`src/rtl/mc_controller.sv`:
```
// Multicycle MIPS-style control unit: Moore FSM sequencing fetch,
// decode, execute, memory and writeback steps for each opcode.
module mc_controller #(
  parameter logic [5:0] OP_RTYPE = 6'b000000,
  parameter logic [5:0] OP_LW    = 6'b100011,
  parameter logic [5:0] OP_SW    = 6'b101011,
  parameter logic [5:0] OP_BEQ   = 6'b000100,
  parameter logic [5:0] OP_J     = 6'b000010,
  parameter logic [5:0] OP_JAL   = 6'b000011,
  parameter logic [5:0] OP_ADDI  = 6'b001000,
  parameter logic [5:0] OP_SLTI  = 6'b001010
) (
  input  logic       clk,
  input  logic       rst,
  input  logic [5:0] opcode,
  output logic       IorD,
  output logic       memread,
  output logic       memwrite,
  output logic       IRWrite,
  output logic       PCWrite,
  output logic       PCWriteCond,
  output logic [1:0] PCSrc,
  output logic       ALUSrcA,
  output logic [1:0] ALUSrcB,
  output logic [1:0] ALUOp,
  output logic       regwrite,
  output logic       regdst,
  output logic       regsel,
  output logic       memtoreg,
  output logic       jal,
  output logic [3:0] state
);

  typedef enum logic [3:0] {
    S_FETCH  = 4'd0,
    S_DECODE = 4'd1,
    S_MEMADR = 4'd2,
    S_MEMRD  = 4'd3,
    S_MEMWB  = 4'd4,
    S_MEMWR  = 4'd5,
    S_RTEXE  = 4'd6,
    S_RTWB   = 4'd7,
    S_BEQ    = 4'd8,
    S_JMP    = 4'd9,
    S_JALS   = 4'd10,
    S_IEXE   = 4'd11,
    S_IWB    = 4'd12
  } state_t;

  state_t r_state;
  state_t w_next;

  logic       w_iord;
  logic       w_memread;
  logic       w_memwrite;
  logic       w_irwrite;
  logic       w_pcwrite;
  logic       w_pcwritecond;
  logic [1:0] w_pcsrc;
  logic       w_alusrca;
  logic [1:0] w_alusrcb;
  logic [1:0] w_aluop;
  logic       w_regwrite;
  logic       w_regdst;
  logic       w_regsel;
  logic       w_memtoreg;
  logic       w_jal;

  always_ff @(posedge clk) begin
    if (rst) r_state <= S_FETCH;
    else     r_state <= w_next;
  end

  always_comb begin
    w_next = S_FETCH;
    case (r_state)
      S_FETCH:  w_next = S_DECODE;
      S_DECODE: begin
        // Unknown opcodes fall through to FETCH as a NOP
        case (opcode)
          OP_LW, OP_SW:     w_next = S_MEMADR;
          OP_RTYPE:         w_next = S_RTEXE;
          OP_BEQ:           w_next = S_BEQ;
          OP_J:             w_next = S_JMP;
          OP_JAL:           w_next = S_JALS;
          OP_ADDI, OP_SLTI: w_next = S_IEXE;
          default:          w_next = S_FETCH;
        endcase
      end
      S_MEMADR: w_next = (opcode == OP_LW) ? S_MEMRD : S_MEMWR;
      S_MEMRD:  w_next = S_MEMWB;
      S_RTEXE:  w_next = S_RTWB;
      S_IEXE:   w_next = S_IWB;
      default:  w_next = S_FETCH;
    endcase
  end

  always_comb begin
    w_iord        = 1'b0;
    w_memread     = 1'b0;
    w_memwrite    = 1'b0;
    w_irwrite     = 1'b0;
    w_pcwrite     = 1'b0;
    w_pcwritecond = 1'b0;
    w_pcsrc       = 2'b00;
    w_alusrca     = 1'b0;
    w_alusrcb     = 2'b00;
    w_aluop       = 2'b00;
    w_regwrite    = 1'b0;
    w_regdst      = 1'b0;
    w_regsel      = 1'b0;
    w_memtoreg    = 1'b0;
    w_jal         = 1'b0;
    case (r_state)
      S_FETCH: begin
        w_memread = 1'b1;
        w_irwrite = 1'b1;
        w_alusrcb = 2'b01;
        w_pcwrite = 1'b1;
      end
      S_DECODE: w_alusrcb = 2'b11;
      S_MEMADR: begin
        w_alusrca = 1'b1;
        w_alusrcb = 2'b10;
      end
      S_MEMRD: begin
        w_memread = 1'b1;
        w_iord    = 1'b1;
      end
      S_MEMWB: begin
        w_regwrite = 1'b1;
        w_memtoreg = 1'b1;
      end
      S_MEMWR: begin
        w_memwrite = 1'b1;
        w_iord     = 1'b1;
      end
      S_RTEXE: begin
        w_alusrca = 1'b1;
        w_aluop   = 2'b10;
      end
      S_RTWB: begin
        w_regwrite = 1'b1;
        w_regdst   = 1'b1;
      end
      S_BEQ: begin
        w_alusrca     = 1'b1;
        w_aluop       = 2'b01;
        w_pcwritecond = 1'b1;
        w_pcsrc       = 2'b10;
      end
      S_JMP: begin
        w_pcwrite = 1'b1;
        w_pcsrc   = 2'b01;
      end
      // Register file takes PC+4 on the same edge the PC takes the target
      S_JALS: begin
        w_pcwrite  = 1'b1;
        w_pcsrc    = 2'b01;
        w_regwrite = 1'b1;
        w_regsel   = 1'b1;
        w_jal      = 1'b1;
      end
      S_IEXE: begin
        w_alusrca = 1'b1;
        w_alusrcb = 2'b10;
        w_aluop   = (opcode == OP_SLTI) ? 2'b11 : 2'b00;
      end
      S_IWB: w_regwrite = 1'b1;
      default: ;
    endcase
  end

  // Reset masks every strobe so no architectural write can occur
  assign IorD        = w_iord        & ~rst;
  assign memread     = w_memread     & ~rst;
  assign memwrite    = w_memwrite    & ~rst;
  assign IRWrite     = w_irwrite     & ~rst;
  assign PCWrite     = w_pcwrite     & ~rst;
  assign PCWriteCond = w_pcwritecond & ~rst;
  assign PCSrc       = rst ? 2'b00 : w_pcsrc;
  assign ALUSrcA     = w_alusrca     & ~rst;
  assign ALUSrcB     = rst ? 2'b00 : w_alusrcb;
  assign ALUOp       = rst ? 2'b00 : w_aluop;
  assign regwrite    = w_regwrite    & ~rst;
  assign regdst      = w_regdst      & ~rst;
  assign regsel      = w_regsel      & ~rst;
  assign memtoreg    = w_memtoreg    & ~rst;
  assign jal         = w_jal         & ~rst;
  assign state       = r_state;

endmodule
```
`config.mk`:
```
export PLATFORM = sky130hd
export DESIGN_NAME = mc_controller
export DESIGN_NICKNAME = d
export VERILOG_FILES = /design/src/rtl/mc_controller.sv
export SDC_FILE = /design/constraint.sdc
export NUM_CORES = 1
export LEC_CHECK = 0
export ABC_CLOCK_PERIOD_IN_PS = 2100
export CORE_AREA = 2 2 43 45
export CTS_CLUSTER_DIAMETER = 100
export DETAILED_ROUTE_END_ITERATION = 12
export DIE_AREA = 0 0 45 47
export GPL_TIMING_DRIVEN = 0
export PLACE_DENSITY = 0.75
export SYNTH_ARGS = -nofsm -noshare
export SYNTH_HDL_FRONTEND = slang
export SYNTH_SLANG_ARGS = --single-unit
```
`constraint.sdc`:
```
create_clock -name clk -period 2.1 [get_ports clk]
set_input_delay 0.21 -clock clk [delete_from_list [all_inputs] [get_ports clk]]
set_output_delay 0.21 -clock clk [all_outputs]
set_load 0.02 [all_outputs]
```
==> metrics.txt <==
outcome complete, no violations; largest family of logic cells by synthesized area simple AND/OR/NAND/NOR gates; Yosys top cell by area dfxtp_1; async set-reset flop share out of synthesis 0%; clk_lat worst skew 0.23 ns; ANT nets after route 0; Vias/cell 5.84; layout cell share with drive strength beyond 1 19.0%; total nets after synthesis 92; Max Root-Sink Buffers 2; GPL Wtd Cong 0.790; CP Class input pin to output pin; Power Total 0.296 mW; CTS Root Cell clkbuf_4; detailed placer's ending HPWL 1310 um; Hold WC Path Type input pin to flop; most frequent cells in the layout dlygate4sd2_1 (13), nor2_1 (11), clkdlybuf4s50_1 (7), dlymetal6s2s_1 (6); number of global-route vias before repair 670; P_leak 0.485 nW; crit path max fanout 6; Largest register FFs 4; initial core utilization 37.0%; worst endpoint required time 1.89 ns; Post-Synth Simple-Gate Area 44.0%; VDD IR max 219 uV; WHS 0.514 ns; worst slew pin tran 0.404 ns; total CTS buffers 3; setup tns final 0 ns; sequential-to-total area share from yosys stat 13.1%; Worst path slowest cell or4_4; WP data arrival 1.83 ns; most frequent CP cell or4_4; max cap viols 0; Post-Route Utilization 58.4%; Critical Path Start opcode[0]; I/O pin count 30; largest net degree at the start of global routing 11; fin nets 126; port buffer count 29; DR WL/cell 12.8 um; nature of the critical path endpoint output pin; cell area after synthesis 612 um2; Reg clk slew, reported paths 0.04 ns; startpoint types input pin; fmax 491 MHz; TritonCTS clock tree built; first-pass GRT wire length 2980 um; final setup violation count 0; area grow syn2layout 57.7%; Finished Layout Cells 133; post-route cell area 965 um2; gr usage total 18.5%; cells along the critical path clkdlybuf4s15_1 > or4_4 > or4_4 > o21bai_1 > buf_4; diodes inserted 0; Cells after Synth 84; dpl cells 130; Clock Sinks 4; RSZ-0062 raised after global routing false; Post-synth EDFFs 0; Max Slew Vio Count 0; Core Area 1650 um2; post-synthesis mux area share 6.75%; Reg-to-Reg Start state[0]$_SDFF_PP0_; Synth top area share 13.1%; initial antenna violation count 0; DIE AREA 2120 um2; fin crit share 97.0%; gr ovfl total 0; DRT Wirelength 1700 um; Mean Syn Cell Area 7.28 um2; Synth Area in XOR/XNOR 2.86%; # Post-CTS Setup Buffers 0; count of state elements after synthesis 4; Vias 777; worst slack, placed -0.657 ns; Ys Warns 0; post-layout min period 2.04 ns; top_reg_cell synth dfxtp_1; relative slew slack 72.7%; initial drt markers 18; Layout Skew 0.000891 ns; P per Cell Area 307 nW/um2; Initial DRT Pass Iterations 4; # DRC 0; H-tree level count 1; count of different cell masters after synthesis 38; Die Span X 45 um; placement-stage cell area 930 um2; Hold Startpoint opcode[4]; final hold violation count 0; max incr delay on CP 0.57 ns; row count 15; most common cell after layout, fill and taps aside dlygate4sd2_1; post-synthesis adder-cell area fraction 0%; Worst Setup Slack, final 0.0625 ns; complex-gate fraction of the synthesized area 18.6%; top cells by area, synth dfxtp_1 (13%), clkbuf_8 (6.7%), nor2_1 (6.7%), nand2b_1 (5.1%), nor4_1 (5.1%); die height 47 um
## repair_timing
item	in CTS	in global routing
setup endpoints to repair	17	7
gates cloned	0	0
hold buffers	0	0
resized for setup	28	9
## where the power goes
| part | switching, mW | internal (mW) | leakage [nW] |
|---|---|---|---|
| Sequential | 0.00211 | 0.0790 | 0.0331 |
| Combinational | 0.0639 | 0.0534 | 0.439 |
| Clock | 0.0334 | 0.0641 | 0.0138 |
## logic make-up after synthesis
kind of cell / after synthesis
AO/OA/AOI/OAI: 17
XOR/XNOR: 2
buffers and inverters: 11
multiplexers: 4
flip-flops: 4
AND/OR/NAND/NOR: 46
## synthesized netlist by cell type, types with 2 or more instances
library cell	count
nor3_1	4
nand2_1	4
a21oi_1	4
clkbuf_8	3
nand2b_1	5
a22oi_1	2
nand3_1	2
or4_4	2
mux2i_1	3
clkbuf_1	2
inv_1	2
dfxtp_1	4
or2_1	2
nor2_1	11
nor4_1	5
nand3b_1	2
xnor2_1	2
buf_4	3
o21ai_0	3
## critical path: cells and delay by family
family / cells / cell delay, ns
AO/OA/AOI/OAI: 1 / 0.14
buffers and inverters: 2 / 0.41
AND/OR/NAND/NOR: 2 / 1.07
## layout make-up
type / count / area [um2]
fill: 166 / 687
buffer: 9 / 85.1
multi-input combinational: 69 / 463
tap: 17 / 21.3
timing repair buffer: 29 / 284
clock buffer: 3 / 22.5
sequential: 4 / 81.3
inverter: 2 / 7.51
## per-layer routing
layer / GRT usage, % / up-vias / wire length [um]
met5: 0 / - / 0
met1: 24.0 / 360 / 741
met3: 3.08 / 2 / 147
met2: 32.6 / 39 / 799
li1: - / 376 / -
met4: 3.53 / 0 / 10
## worst paths after layout
check                             end  slack, ns  depth (start not counted)
setup / recovery             ALUOp[0]       0.06                          5
hold / removal    state[3]$_SDFF_PP0_       0.51                          4
setup reg to reg  state[1]$_SDFF_PP0_       0.69                          5
hold reg to reg   state[2]$_SDFF_PP0_       0.73                          3
Power figures use the tool's default switching activity.
